<file path="src/rtl/alu_arbiter.sv">
// Two-requester round-robin front end for one shared combinational ALU, with a one-entry response register.
// Latency: a grant in cycle N shows rsp_valid/rsp_data in cycle N+1; one op per cycle while rsp_ready is held high.
// Backpressure: while the response is full and rsp_ready=0, both requesters see ready=0 and the response holds steady.
module alu_arbiter #(
    parameter int WIDTH = 32
) (
    input  logic             clk,
    input  logic             reset,

    input  logic             req0_valid,
    output logic             req0_ready,
    input  logic [WIDTH-1:0] req0_a,
    input  logic [WIDTH-1:0] req0_b,
    input  logic [3:0]       req0_ctrl,

    input  logic             req1_valid,
    output logic             req1_ready,
    input  logic [WIDTH-1:0] req1_a,
    input  logic [WIDTH-1:0] req1_b,
    input  logic [3:0]       req1_ctrl,

    output logic [WIDTH-1:0] alu_a,
    output logic [WIDTH-1:0] alu_b,
    output logic [3:0]       alu_ctrl,
    input  logic [WIDTH-1:0] alu_out,
    input  logic             alu_zero,
    input  logic             alu_carry,

    output logic             rsp_valid,
    input  logic             rsp_ready,
    output logic             rsp_id,
    output logic [WIDTH-1:0] rsp_data,
    output logic             rsp_zero,
    output logic             rsp_carry
);

    localparam logic [0:0] ST_EMPTY = 1'b0;
    localparam logic [0:0] ST_FULL  = 1'b1;

    logic [0:0] state;
    logic       last_grant;
    logic       can_accept;
    logic       grant_any;
    logic       grant_sel;

    // A full register may drain and refill in the same cycle, which is what keeps throughput at one op per cycle.
    assign can_accept = (state == ST_EMPTY) || rsp_ready;
    assign grant_any  = !reset && can_accept && (req0_valid || req1_valid);

    always_comb begin
        grant_sel = 1'b0;
        if (req0_valid && req1_valid) begin
            grant_sel = ~last_grant;
        end else if (req1_valid) begin
            grant_sel = 1'b1;
        end
    end

    assign req0_ready = grant_any && !grant_sel;
    assign req1_ready = grant_any &&  grant_sel;

    always_comb begin
        alu_a    = '0;
        alu_b    = '0;
        alu_ctrl = 4'b0000;
        if (grant_any) begin
            if (grant_sel) begin
                alu_a    = req1_a;
                alu_b    = req1_b;
                alu_ctrl = req1_ctrl;
            end else begin
                alu_a    = req0_a;
                alu_b    = req0_b;
                alu_ctrl = req0_ctrl;
            end
        end
    end

    always_ff @(posedge clk) begin
        if (reset) begin
            state      <= ST_EMPTY;
            last_grant <= 1'b1;
            rsp_id     <= 1'b0;
            rsp_data   <= '0;
            rsp_zero   <= 1'b0;
            rsp_carry  <= 1'b0;
        end else if (grant_any) begin
            state      <= ST_FULL;
            last_grant <= grant_sel;
            rsp_id     <= grant_sel;
            rsp_data   <= alu_out;
            rsp_zero   <= alu_zero;
            rsp_carry  <= alu_carry;
        end else if (state == ST_FULL && rsp_ready) begin
            // Drained with nothing to refill: payload fields keep their last value.
            state <= ST_EMPTY;
        end
    end

    assign rsp_valid = (state == ST_FULL);

endmodule

</file>
<file path="config.mk">
export PLATFORM = sky130hd
export DESIGN_NAME = alu_arbiter
export DESIGN_NICKNAME = d
export VERILOG_FILES = /design/src/rtl/alu_arbiter.sv
export SDC_FILE = /design/constraint.sdc
export NUM_CORES = 1
export LEC_CHECK = 0
export CAP_MARGIN = 20
export CORE_AREA = 2 2 109 111
export CTS_BUF_LIST = sky130_fd_sc_hd__clkbuf_2 sky130_fd_sc_hd__clkbuf_4 sky130_fd_sc_hd__clkbuf_8
export DETAILED_ROUTE_END_ITERATION = 10
export DIE_AREA = 0 0 111 113
export PLACE_DENSITY = 0.73
export SYNTH_ARGS = -nofsm -noshare
export SYNTH_HDL_FRONTEND = slang
export SYNTH_SLANG_ARGS = --single-unit
export TNS_END_PERCENT = 20
</file>
<file path="constraint.sdc">
create_clock -name clk -period 2.74 [get_ports clk]
set_input_delay 0.548 -clock clk [delete_from_list [all_inputs] [get_ports clk]]
set_output_delay 0.548 -clock clk [all_outputs]
set_load 0.02 [all_outputs]
</file>
Yosys cells after proc, flatten, opt, wreduce, memory -nomap -nowiden
Index checks and enable logic that the tools add are counted.
Widths: inputs -> output; s select.

operators by class
  reductions and logical operators = 11
  multiplexer cells = 10
  bitwise gates (word level) = 2

operators with widths
  operator           count
  $mux 32            4
  $mux 4             2
  $logic_and 1x1->1  6
  $mux 1             4
  $logic_not 1->1    2
  $logic_or 1x1->1   2
  $not 1->1          2
  $reduce_bool 2->1  1

storage, ports and cells
  register bits after elaboration = 37
  output and inout bits = 106
  input bits = 175
  word-level logic and storage cells = 29

Longest topological paths before layout
  depth after elaboration = 5
  depth in mapped cells = 5
  mapped depth without buffers = 3

Least setup slack after synthesis
Ideal clock, no wire load.

  path type = input port to output port
  from = in req0_valid
  to = out alu_a[22]
  stages on the path = 3
  path slack = 0.570 ns
  path buffers = 1
  required time = 2.192 ns
  arrival = 1.622 ns
  cell sequence = a2111oi_4 buf_6 a22o_1

between the ends
  longest elaborated chain between the ends = 4
  elaborated cells on any way between the ends = 6
  those cells by class = 3 x mux; 3 x reduce/logical

ends and longest elaborated chain
  what               line  text
  start, declared    10    input logic req0_valid,
  $logic_and 1x1->1  52    if (req0_valid && req1_valid) begin
  $mux 1             52
  $mux 32            67    if (grant_sel) begin
  $mux 32 *          66    if (grant_any) begin
  end, declared      22    output logic [WIDTH-1:0] alu_a,

Every way passes the cells marked *; elsewhere a longest branch is shown, timed or not.

Worst setup path after layout
  from = in rsp_ready
  to = out alu_a[23]

between the ends
  longest elaborated chain between the ends = 4

ends and longest elaborated chain
  what                            line  text
  start, declared                 30    input logic rsp_ready,
  $logic_or 1x1->1                47    assign can_accept = (state == ST_EMPTY) || rsp_ready;
  $logic_and 1x1->1 (2 in a row)  48    assign grant_any = !reset && can_accept && (req0_valid || req1_valid);
  $mux 32                         66

No other way between the ends.

==> out/metrics.csv <==
stage,metric,value,unit
run_status,outcome,"complete, no violations",
route,met3_length,989,microns
synthesis,synth.cell_area,2320,sq um
power,peakVddDrop,0.186,mV
synthesis,ys.flop_type,dfxtp_1,
critical_path,r2r_start,rsp_valid$_SDFFE_PP0P_,
floorplanning,fp.coreArea,11300,sq um
route,drt-met1-wl,4640,microns
layout,area_delta_synth_final,123,%
timing,fin_crit,2700,ps
synthesis,yosys-top-cells-count,"a22o_1 (68), dfxtp_1 (37), nor2b_1 (35)",
power,pwr-share-clk,20.5,%
clock_tree,clock_latency,280,ps
placement,pre_cts_slack,-506,ps
critical_path,endpoint_kind,output pin,
power,p_int,1.32,mW
synthesis,synth.most_common_cell,a22o_1,
layout,final_area,5160,sq um
timing,fin_worst_skew,6.69,ps
timing,slew_headroom,72.8,%
floorplanning,start_util,20.6,%
power,seqPwrFrac,32.6,%
route,wl_per_cell,19.5,microns
clock_tree,cts_tree,done,
route,first_pass_iters,4,
clock_tree,hold_buffers,0,
synthesis,synth-seq-cells,37,
power,switching_share,29.9,%
placement,post-dp-hpwl,9170,microns
synthesis,synth.distinct_cells,17,
route,ant_nets,0,
critical_path,crit_required,2190,ps
layout,n_antenna_cell,0,
placement,dpl_cell_area,5220,sq um
synthesis,synth_top_area_share,32.0,%
clock_tree,clk_path_buf_depth,2,
placement,portBuffers,280,
timing,finalHoldWorstSlack,463,ps
timing,tns,0,ps
synthesis,synth.net_count,382,
route,vias_per_cell,4.55,
critical_path,crit_start,rsp_ready,
layout,drive_gt1_share,26.3,%
critical_path,startpoint_type,input pin,
synthesis,synth_largest_area_cell,dfxtp_1,
critical_path,r2r_end,rsp_data[1]$_SDFFE_PP0P_,
route,drcViolationCount,0,
global_routing,gr-total-overflow,0,
global_routing,grt_pass1_vias,2966,
floorplanning,die_area,12500,sq um
timing,hold_violations,0,
timing,max_clock_freq,370,MHz
placement,place.gp.congestion,0.929,
clock_tree,htree_levels,2,
power,leakagePower,2.30,nW
clock_tree,cts.sinks,37,
clock_tree,path_clk_slew,70,ps
critical_path,cp_max_fo,35,
power,p_sw,0.562,mW
hold_path,hold_start,rsp_id$_SDFFE_PP0P_,
timing,finalCritPeriodShare,98.6,%
global_routing,track_usage,17.4,%
synthesis,netlist_instances,207,
floorplanning,die_w,111,microns
synthesis,synth_seq_area_share,32.0,%
clock_tree,cts_made_buffers,5,
hold_path,hold_path.class,register to register,
power,power_frac_comb,46.9,%
route,top_layer,met5,
job,cap_violations,0,
synthesis,yosys_warnings,0,
layout,nFillCells,1120,
critical_path,arrival,2150,ps
critical_path,cp-endpoint,alu_a[23],
global_routing,antenna_found_initial,1,
route,drtIter0Drc,139,
clock_tree,clockRootBuffer,clkbuf_8,
global_routing,grt_pass1_wl,17300,microns
synthesis,async_flop_share,0,%
synthesis,syn_area_per_cell,11.2,sq um
critical_path,r2r_slack,980,ps
timing,layout_setup_ws,38.6,ps
layout,layout.nets,661,
power,p_total,1.88,mW
route,wirelength,12200,microns
floorplanning,dieHeight,113,microns
route,vias,2864,
critical_path,reg2reg_depth,5,
synthesis,synthTopCellsByArea,"dfxtp_1 (32%), a22o_1 (26%), mux2_4 (18%), nor2b_1 (9.4%), buf_6 (5.3%)",
floorplanning,core.rowCount,39,
power,p_per_area,365,nW/um^2
global_routing,grt_max_degree,39,
timing,slew_violations,0,
timing,worst_pin_slew,408,ps
timing,setup_viol_count_final,0,
synthesis,synth_edf_count,0,
route,met2_length,6330,microns
floorplanning,boundaryPins,281,
critical_path,path_class,input pin to output pin,
worst max-delay path, stage by stage:
cell and delay [ps]:
clkdlybuf4s50_1 500, nor2b_4 70, a2111oi_4 290, buf_6 210, buf_16 200, a22o_1 150, buf_2 160
layout make-up:
cell class	count	area [sq um]	area share, %
Sequential cell	37	741	14.4
Timing Repair Buffer	294	2740	53.1
Inverter	2	7.51	0.145
Multi-Input combinational cell	146	1400	27.2
Clock buffer	7	90.1	1.75
Tap cell	143	179	3.47
routing by layer:
| layer | global-route usage, % | vias to the layer above |
|---|---|---|
| met1 | 19.3 | 1348 |
| met4 | 4.83 | 2 |
| met3 | 5.52 | 20 |
| met5 | 0 | - |
| li1 | - | 1338 |
| met2 | 32.0 | 156 |
how the worst min path moves through the flow:
| stage | slack, ps | end | depth (start not counted) |
|---|---|---|---|
| 6_report | 460 | rsp_id$_SDFFE_PP0P_ | 2 |
| 3_5_place_dp | 460 | rsp_id$_SDFFE_PP0P_ | 2 |
| 4_1_cts | 470 | rsp_id$_SDFFE_PP0P_ | 2 |
| 5_1_grt | 500 | rsp_id$_SDFFE_PP0P_ | 2 |
| 2_1_floorplan | 520 | last_grant$_SDFFE_PP1P_ | 1 |
| 3_3_place_gp | 450 | rsp_id$_SDFFE_PP0P_ | 2 |
power by group through the flow:
| stage | Clock [mW] | Sequential, mW | Combinational (mW) |
|---|---|---|---|
| 4_1_cts | 0.414 | 0.613 | 0.869 |
| 6_report | 0.386 | 0.613 | 0.883 |
| 5_1_grt | 0.440 | 0.619 | 0.926 |
| 3_3_place_gp | 0 | 0.623 | 0.900 |
| 3_5_place_dp | 0 | 0.625 | 0.909 |
| 2_1_floorplan | 0 | 0.684 | 0.329 |
what timing repair did:
item,in CTS,in global routing
gates resized for setup,286,9
setup endpoints to repair,70,70
pin swaps,2,1
gates cloned,2,3
buffers inserted,2,0
registers in the layout, indices dropped and copies added, names as in the netlist:
signal	cells
rsp_data	32
rsp_carry	1
last_grant	1
rsp_valid	1
rsp_zero	1
rsp_id	1
stage by stage:
stage / cells / utilization (%)
after CTS: 626 / 44.9
after global routing: 629 / 45.8
final: 629 / 45.8
after floorplan: 207 / -
after global placement: 615 / 46.3
after detailed placement: 615 / 46.3
layout by cell type (no fill, tap or decap), drive strengths merged:
| cell type | count |
|---|---|
| buf | 79 |
| dfxtp | 37 |
| clkdlybuf4s50 | 208 |
| a211oi | 1 |
| nor4b | 1 |
| clkbuf | 11 |
| dlymetal6s2s | 2 |
| nor3 | 1 |
| a22o | 68 |
| dlygate4sd2 | 1 |
| nor2 | 2 |
| inv | 2 |
| nor2b | 36 |
| mux2 | 34 |
| a2111oi | 1 |
| a211o | 1 |
| or3 | 1 |
logic make-up (layout without fill, tap and decap cells):
group,after synthesis,in the layout,share of synthesized area [%]
AO/OA/AOI/OAI,71,71,27.6
AND/OR/NAND/NOR,41,41,11.5
flip-flops,37,37,32.0
multiplexers,34,34,21.1
buffers and inverters,24,303,7.88
Note: power is estimated with default switching activity, not from simulation.
